$ cat src/rtl/text_console.sv
// ============================================================================
//  Module   : text_console
//  Purpose  : Character-stream writer for a 30x17 text-mode display. Accepts
//             ASCII bytes over valid/ready, tracks a cursor, interprets
//             CR/LF/BS/FF and writes {attr, chr} words into VRAM port A.
//             Owns screen clear, line wrap and wrap-around to the top row.
//  Ports    : clk_i, rst_i (async, active high)
//             chr_i[7:0], attr_i[7:0], chr_valid_i / chr_ready_o : byte input
//             clear_i           : one-cycle clear-screen + home request
//             vram_cea_o, vram_ada_o[9:0], vram_din_o[15:0] : VRAM write port
//             cursor_row_o[4:0], cursor_col_o[4:0] : next write position
//             busy_o            : high while any clear is in progress
//  Revision : 1.0  initial release
// ============================================================================
`default_nettype none

module text_console #(
    parameter int         COLS       = 30,
    parameter int         ROWS       = 17,
    parameter logic [7:0] CLEAR_ATTR = 8'h07
) (
    input  logic        clk_i,
    input  logic        rst_i,
    input  logic [7:0]  chr_i,
    input  logic [7:0]  attr_i,
    input  logic        chr_valid_i,
    output logic        chr_ready_o,
    input  logic        clear_i,
    output logic        vram_cea_o,
    output logic [9:0]  vram_ada_o,
    output logic [15:0] vram_din_o,
    output logic [4:0]  cursor_row_o,
    output logic [4:0]  cursor_col_o,
    output logic        busy_o
);

    typedef enum logic [1:0] {
        IDLE     = 2'd0,
        CLR_LINE = 2'd1,
        CLR_ALL  = 2'd2
    } state_t;

    localparam logic [4:0]  LAST_COL = 5'(COLS - 1);
    localparam logic [4:0]  LAST_ROW = 5'(ROWS - 1);
    localparam logic [15:0] BLANK    = {CLEAR_ATTR, 8'h20};

    state_t      state_q, state_d;
    logic [4:0]  row_q, row_d;
    logic [4:0]  col_q, col_d;
    logic [4:0]  clr_row_q, clr_row_d;
    logic [4:0]  clr_col_q, clr_col_d;
    logic        cea_q, cea_d;
    logic [9:0]  ada_q, ada_d;
    logic [15:0] din_q, din_d;

    logic [4:0]  row_inc;

    // Row advance with wrap back to the top; there is no scrolling.
    assign row_inc = (row_q == LAST_ROW) ? 5'd0 : row_q + 5'd1;

    always_ff @(posedge clk_i or posedge rst_i) begin
        if (rst_i) begin
            state_q   <= CLR_ALL;
            row_q     <= 5'd0;
            col_q     <= 5'd0;
            clr_row_q <= 5'd0;
            clr_col_q <= 5'd0;
            cea_q     <= 1'b0;
            ada_q     <= 10'd0;
            din_q     <= 16'd0;
        end else begin
            state_q   <= state_d;
            row_q     <= row_d;
            col_q     <= col_d;
            clr_row_q <= clr_row_d;
            clr_col_q <= clr_col_d;
            cea_q     <= cea_d;
            ada_q     <= ada_d;
            din_q     <= din_d;
        end
    end

    always_comb begin
        state_d   = state_q;
        row_d     = row_q;
        col_d     = col_q;
        clr_row_d = clr_row_q;
        clr_col_d = clr_col_q;
        cea_d     = 1'b0;
        ada_d     = ada_q;
        din_d     = din_q;

        if (clear_i) begin
            // Restart a full clear from {0,0}; no write issues this cycle.
            state_d   = CLR_ALL;
            row_d     = 5'd0;
            col_d     = 5'd0;
            clr_row_d = 5'd0;
            clr_col_d = 5'd0;
        end else begin
            case (state_q)
                IDLE: begin
                    if (chr_valid_i) begin
                        if (chr_i >= 8'h20 && chr_i <= 8'h7E) begin
                            cea_d = 1'b1;
                            ada_d = {row_q, col_q};
                            din_d = {attr_i, chr_i};
                            if (col_q == LAST_COL) begin
                                col_d     = 5'd0;
                                row_d     = row_inc;
                                clr_col_d = 5'd0;
                                state_d   = CLR_LINE;
                            end else begin
                                col_d = col_q + 5'd1;
                            end
                        end else begin
                            case (chr_i)
                                8'h0D: col_d = 5'd0;
                                8'h0A: begin
                                    col_d     = 5'd0;
                                    row_d     = row_inc;
                                    clr_col_d = 5'd0;
                                    state_d   = CLR_LINE;
                                end
                                8'h08: begin
                                    if (col_q != 5'd0) begin
                                        col_d = col_q - 5'd1;
                                        cea_d = 1'b1;
                                        ada_d = {row_q, col_q - 5'd1};
                                        din_d = BLANK;
                                    end
                                end
                                8'h0C: begin
                                    state_d   = CLR_ALL;
                                    row_d     = 5'd0;
                                    col_d     = 5'd0;
                                    clr_row_d = 5'd0;
                                    clr_col_d = 5'd0;
                                end
                                default: ;
                            endcase
                        end
                    end
                end

                CLR_LINE: begin
                    // Cursor already sits on the row being blanked.
                    cea_d = 1'b1;
                    ada_d = {row_q, clr_col_q};
                    din_d = BLANK;
                    if (clr_col_q == LAST_COL) begin
                        clr_col_d = 5'd0;
                        state_d   = IDLE;
                    end else begin
                        clr_col_d = clr_col_q + 5'd1;
                    end
                end

                CLR_ALL: begin
                    cea_d = 1'b1;
                    ada_d = {clr_row_q, clr_col_q};
                    din_d = BLANK;
                    if (clr_col_q == LAST_COL) begin
                        clr_col_d = 5'd0;
                        if (clr_row_q == LAST_ROW) begin
                            clr_row_d = 5'd0;
                            state_d   = IDLE;
                        end else begin
                            clr_row_d = clr_row_q + 5'd1;
                        end
                    end else begin
                        clr_col_d = clr_col_q + 5'd1;
                    end
                end

                default: state_d = CLR_ALL;
            endcase
        end
    end

    assign chr_ready_o  = (state_q == IDLE) & ~clear_i;
    assign busy_o       = (state_q != IDLE);
    assign vram_cea_o   = cea_q;
    assign vram_ada_o   = ada_q;
    assign vram_din_o   = din_q;
    assign cursor_row_o = row_q;
    assign cursor_col_o = col_q;

endmodule

`default_nettype wire

$ cat config.mk
export PLATFORM = sky130hd
export DESIGN_NAME = text_console
export DESIGN_NICKNAME = d
export VERILOG_FILES = /design/src/rtl/text_console.sv
export SDC_FILE = /design/constraint.sdc
export NUM_CORES = 1
export LEC_CHECK = 0
export BUFFER_PORTS_ARGS = -buffer_cell sky130_fd_sc_hd__buf_2
export CAP_MARGIN = 30
export CELL_PAD_IN_SITES_DETAIL_PLACEMENT = 1
export CELL_PAD_IN_SITES_GLOBAL_PLACEMENT = 2
export CORE_MARGIN = 5
export CORE_UTILIZATION = 32
export DETAILED_ROUTE_END_ITERATION = 10
export PLACE_DENSITY = 0.82
export SLEW_MARGIN = 20
export SYNTH_ARGS = -nofsm -noshare
export SYNTH_HDL_FRONTEND = slang
export SYNTH_SLANG_ARGS = --single-unit
$ cat constraint.sdc
create_clock -name clk_i -period 3.15 [get_ports clk_i]
set_input_delay 0.1575 -clock clk_i [delete_from_list [all_inputs] [get_ports clk_i]]
set_output_delay 0.1575 -clock clk_i [all_outputs]
set_load 0.005 [all_outputs]
==> qor.txt, run 1 <==
Synth Register Bits: 49
clock latency at the later pin of the worst-skew pair: 320 ps
Synth area leaders: dfrtp_1 (41%), o21ai_0 (6.9%), ha_1 (6.0%)
CTS tree: yes
largest net degree at the start of global routing: 29
Final nets: 416
fin crit share: 76.84%
top cell type's share of synthesized area: 41.47%
FP Rows: 34
crit-path cells: inv_1 > ha_1 > nor4b_1 > o41ai_4 > a21oi_2 > or2_1 > buf_4 > o21ai_1
Least-Margin Pin Slew: 710.3 ps
FFs w/ async S/R, synth: 100.0%
Max-Cap Viols: 0
GRT Total Usage: 15.98%
Max Fclk: 0.4132 GHz
Setup WS pre-CTS: 735.3 ps
cts repair resizes: 0
fin area: 3443 um^2
# setup viols final: 0
clock root cell: clkbuf_8
CP max stage delay: 530 ps
Core Footprint: 8763 um^2
clock skew: 8.977 ps
arrival time worst endpoint: 2620 ps
iteration count of the initial detailed-routing pass: 4
CP Capture Type: flop
post-synthesis sequential area ratio: 42.38%
Placed Area: 3296 um^2
Num CTS Buffers: 5
Reg2Reg Depth: 8
clock buffer depth: 2
Min-Delay Path Class: input port to flop
DRC errors left: 0
height of the die: 105.1 um
CP Data Required Time: 3350 ps
warnings from Yosys: 0
R2R setup slack: 730 ps
Die ar.: 11050 um^2
# diodes: 0
Hold Path End: vram_din_o[15]
Post-DP HPWL: 6512 um
Mapped Cells: 329
layout cell share with drive strength beyond 1: 20.89%
setup TNS: 0 ps
Final Hold Violating Endpoints: 0
vias in the first global route: 2798
Critical R2R Capture: vram_din_o[5]
fin crit period: 2420 ps
Pins Over Slew Limit: 0
Min Hold Slack: 69.72 ps
clk sink count: 49
CP max FO: 11
Post-synth EDFFs: 0
maximum VDD drop: 0.2906 mV
Worst Setup Path Type: flop to flop
Final ANT Viol Nets: 0
status: finished, final reports clean
Synth cell types: 54
unrepaired setup endpoints after global routing: no
Most used DFF post-synth: dfrtp_1
Critical Path Start Type: flop
register clock-pin slew on the reported worst setup and hold paths: 100 ps
RD Place Congestion: 0.8094
Area growth, synth to finish: 18.88%
min setup slack post-route: 729.6 ps
Via density: 5.436
Via Count: 2669
WL/cell: 17.51 um
CP max-delay cell: nor4b_1
Mapped Avg Cell Area: 8.804 um^2
start point of the worst hold path: attr_i[7]
CP bufs+invs: 2
global-route wire length before repair: 14730 um
grt ovf: 0
starting density of the core: 33.05%
initial antenna violation count: 0
CP top delay family: simple AND/OR/NAND/NOR gates
post-synthesis cell area: 2897 um^2
Slew HR: 52.47%
Die X-Extent: 105.1 um
most common cell in the netlist: dfrtp_1
hold path depth: 3
Post-Route WL: 8597 um
Mapped Nets: 363
Pleak: 1.546 nW
Synth area leader: dfrtp_1
H-tree lvl count: 2
power density cells: 780.3 nW/um^2
R2R Path Start: cursor_col_o[0]
top cells by instance count after synthesis: dfrtp_1 (48), o21ai_0 (40), o21ai_1 (32)
IO buf count: 58
IO Pins: 59
1st-iter DRT viols: 83
[repair_timing]
item / 4_1_cts / 5_1_grt
hold endpoints to repair: 27 / 0
hold buffers: 1 / 0
buffers inserted: 0 / 0
[tightest hold or removal path, cell delays in order]
cell     delay, ps
buf_2          100
nand2_1         50
o21ai_1         50
[worst max-delay path by stage]
| stage | startpoint | end | slack (ps) | cells past startpoint |
|---|---|---|---|---|
| CTS | cursor_col_o[0] | vram_din_o[5] | 720 | 8 |
| global route | cursor_col_o[0] | vram_din_o[5] | 510 | 8 |
| detailed placement | cursor_col_o[0] | vram_din_o[5] | 740 | 8 |
| global placement | cursor_col_o[0] | vram_din_o[14] | 870 | 8 |
| floorplan | cursor_col_o[0] | vram_ada_o[1] | 940 | 8 |
| finish | cursor_col_o[0] | vram_din_o[5] | 730 | 8 |
[cell type report]
class                   count  area [um^2]
repair buffers             64        357.8
multi-input cells         248         1533
inverters                  14        52.55
clock inverters             3        68.82
clock buffers               5        68.82
well taps                 108        135.1
flip-flops and latches     49         1227
fillers                  1058         5320
[per-stage QoR]
stage,std cells,power (mW),util [%]
after floorplan,329,1.727,-
after global placement,481,2.107,37.29
after detailed placement,482,2.150,37.61
after CTS,491,2.713,39.29
after global routing,491,2.896,39.29
final,491,2.687,39.29
[report_power, final]
group	total, mW	internal (mW)	switching, mW
clock network	0.562	0.320	0.242
registers	0.937	0.789	0.148
logic	1.19	0.459	0.729
total	2.69	1.57	1.12
[state kept, by name, summed over array words and instances (netlist names)]
register,count
vram_ada_o,10
cursor_col_o,5
clr_col_q,5
clr_row_q,5
state_q,2
vram_din_o,16
cursor_row_o,5
vram_cea_o,1
[cell usage in the layout (no fill, tap or decap), types with 2 or more instances in the layout]
master,instances
nand2_1,31
o21ai_0,40
o211ai_1,2
clkbuf_8,5
o31ai_1,4
nor3_1,6
buf_2,58
or3_1,2
nand2b_1,9
xor2_1,2
nor4b_1,2
and3_1,2
nor2_1,19
o22ai_1,3
buf_4,4
inv_1,13
a31oi_1,2
or2_1,2
ha_1,14
xnor2_1,3
a32oi_1,5
and2_1,2
dfrtp_1,48
o21ai_1,32
o21a_1,2
nand3_1,12
nor2b_1,7
a21oi_1,14
bufinv_16,2
nand4_1,5
a2bb2oi_1,4
[metal layers]
metal / vias to the layer above / routed length (um) / GRT usage, %
li1: 1289 / - / -
met1: 1310 / 4036 / 21.04
met2: 62 / 4089 / 27.02
met3: 8 / 398 / 3.637
met4: 0 / 72 / 3.014
met5: - / 0 / 0
[kinds of logic (layout without fill, tap and decap cells)]
family          count (synthesis)  after routing  synth area share [%]
compound gates                121            121                 25.49
xor+xnor                        5              5                 1.512
fa+ha+maj                      14             14                 6.048
buf+inv                        32             86                 4.708
flops                          49             49                 42.38
mux                             3              3                 1.253
simple gates                  105            105                 18.62
Power figures use the tool's default switching activity.
==> inputs of run 2 (changes only) <==
==> constraint.sdc (replaced) <==
create_clock -name clk_i -period 2.5 [get_ports clk_i]
set_input_delay 0.125 -clock clk_i [delete_from_list [all_inputs] [get_ports clk_i]]
set_output_delay 0.125 -clock clk_i [all_outputs]
set_load 0.005 [all_outputs]
==> qor.txt, run 2 (synthesis results as in run 1) <==
WL/cell: 17.54 um (+0.20%)
global routing's busiest layer: met2
height of the die: 105.1 um (unchanged)
largest net degree at the start of global routing: 28 (-3.4%)
Max-Cap Viols: 0 (unchanged)
global-route wire length before repair: 14790 um (+0.37%)
RD Place Congestion: 0.8141 (+0.58%)
clock root cell: clkbuf_8
most frequent cells in the layout: buf_2 (58), dfrtp_1 (48), o21ai_0 (40), o21ai_1 (32), nand2_1 (31)
Global Route met3 Usage: 3.453% (-0.18 points)
Pleak: 1.549 nW (+0.18%)
global routing usage on met2: 26.08% (-0.94 points)
CP Data Required Time: 2740 ps (-610 ps)
Pins Over Slew Limit: 0 (unchanged)
Die X-Extent: 105.1 um (unchanged)
Area growth, synth to finish: 18.75%
arrival time worst endpoint: 2450 ps (-170 ps)
fin crit period: 2205 ps (-215.4 ps)
H-tree lvl count: 2 (unchanged)
dominant cell type by count on the critical path: a21oi_1
Critical Path Start Type: flop
Post-DP HPWL: 6578 um (+1.0%)
IO buf count: 58 (unchanged)
# diodes: 0 (unchanged)
clock buffer depth: 2 (unchanged)
power density cells: 946.6 nW/um^2 (+21%)
Final Hold Violating Endpoints: 0 (unchanged)
CP max-delay cell: dfrtp_1
IO Pins: 59 (unchanged)
cell count after placement: 489 (+1.5%)
CTS tree: yes
grt ovf: 0 (unchanged)
fin crit share: 88.20% (+11 points)
# setup viols final: 0 (unchanged)
unrepaired setup endpoints after global routing: no
maximum VDD drop: 0.2909 mV (+0.11%)
CP Capture Type: flop
1st-iter DRT viols: 115 (+39%)
CP max stage delay: 450 ps (-80 ps)
Least-Margin Pin Slew: 619.2 ps (-91.13 ps)
Num CTS Buffers: 5 (unchanged)
most common cell after layout, fill and taps aside: buf_2
GR Util met1: 22.22% (+1.2 points)
iteration count of the initial detailed-routing pass: 4 (unchanged)
Final nets: 423 (+1.7%)
setup TNS: 0 ps (unchanged)
CP max FO: 8 (-3)
starting density of the core: 33.05% (unchanged)
clock skew: 8.122 ps (-0.8545 ps)
Worst Setup Path Type: flop to flop
max reg flops: 16 (unchanged)
Non-Filler Instances: 498 (+1.4%)
Via density: 5.426 (-0.19%)
register clock-pin slew on the reported worst setup and hold paths: 110 ps (about the same)
Via Count: 2702 (+1.2%)
Pwr Total: 3.256 mW (+21%)
Post-Route WL: 8737 um (+1.6%)
FP Rows: 34 (unchanged)
Final ANT Viol Nets: 0 (unchanged)
vias in the first global route: 2762 (-1.3%)
Core Footprint: 8763 um^2 (unchanged)
Min-Delay Path Class: input port to flop
initial antenna violation count: 0 (unchanged)
GRT Total Usage: 16.14% (+0.16 points)
Min Hold Slack: 26.64 ps (-43.08 ps)
DRC errors left: 0 (unchanged)
status: finished, final reports clean
layout cell share with drive strength beyond 1: 22.56% (+1.7 points)
Max Fclk: 0.4535 GHz (+9.8%)
clk sink count: 49 (unchanged)
R2R setup slack: 300 ps (-430 ps)
Die ar.: 11050 um^2 (unchanged)
clock latency at the later pin of the worst-skew pair: 310 ps (about the same)
Slew HR: 58.72% (+6.3 points)
crit-path cells: inv_1 > ha_1 > nand4_1 > o21ai_1 > a21oi_1 > or3_1 > a21oi_1
-- run 2: cell types whose count changed in the layout (fill, tap and decap cells not counted) --
| cell | before | now |
|---|---|---|
| bufinv_16 | 2 | 0 |
| buf_16 | 1 | 0 |
| buf_4 | 4 | 12 |
| clkinvlp_4 | 0 | 2 |
| inv_6 | 1 | 0 |
| nor4b_1 | 2 | 1 |
| nor4b_2 | 0 | 1 |
| inv_8 | 0 | 1 |
-- run 2: per-layer routing --
| layer | vias to the layer above | routed length [um] |
|---|---|---|
| met1 | 1334 | 4189 |
| met4 | 0 | 97 |
| met3 | 7 | 330 |
| met2 | 49 | 4120 |
| met5 | - | 0 |
| li1 | 1312 | - |
-- run 2: path summary, 6_finish.rpt --
check                           startpoint        endpoint  depth (start not counted)
max in group asynchronous            rst_i   vram_din_o[4]                          4
min reg2reg                  vram_din_o[7]   vram_din_o[7]                          1
min in group asynchronous            rst_i    clr_row_q[4]                          3
max reg2reg                cursor_col_o[1]    clr_col_q[4]                          7
max                        cursor_col_o[1]    clr_col_q[4]                          7
min                              attr_i[3]  vram_din_o[11]                          3
-- run 2: timing repair --
action	in CTS	in global routing
gates resized for setup	0	1
hold endpoints to repair	9	0
hold buffers	1	0
setup endpoints to repair	0	1
buffers inserted	0	0
-- run 2: per-stage QoR --
stage / setup WS, ps / utilization [%] / instance area [um^2]
after floorplan: 285.4 / - / 2897
after global placement: 346.5 / 37.98 / 3328
after detailed placement: 226.5 / 37.98 / 3328
after CTS: 205.5 / 39.18 / 3433
after global routing: 116.0 / 39.25 / 3440
final: 295.0 / 39.25 / 3440
-- run 2: worst max-delay path: cells and delay by family (launching register included) --
kind            cells  cell delay, ps
fa+ha+maj           1             190
flops               1             450
compound gates      3             800
buf+inv             1             140
simple gates        2             560
-- run 2: cell type report --
class / count / area, um^2
clock buffer: 5 / 68.82
clock inverter: 3 / 26.28
fill: 1057 / 5324
inverter: 14 / 52.55
multi-input combinational: 248 / 1539
sequential: 49 / 1227
tap: 108 / 135.1
timing repair buffer: 71 / 390.4
-- run 2: power breakdown --
part	switching [mW]	internal, mW
Sequential	0.165	0.994
Clock	0.317	0.205
Combinational	0.958	0.616
Total	1.44	1.82
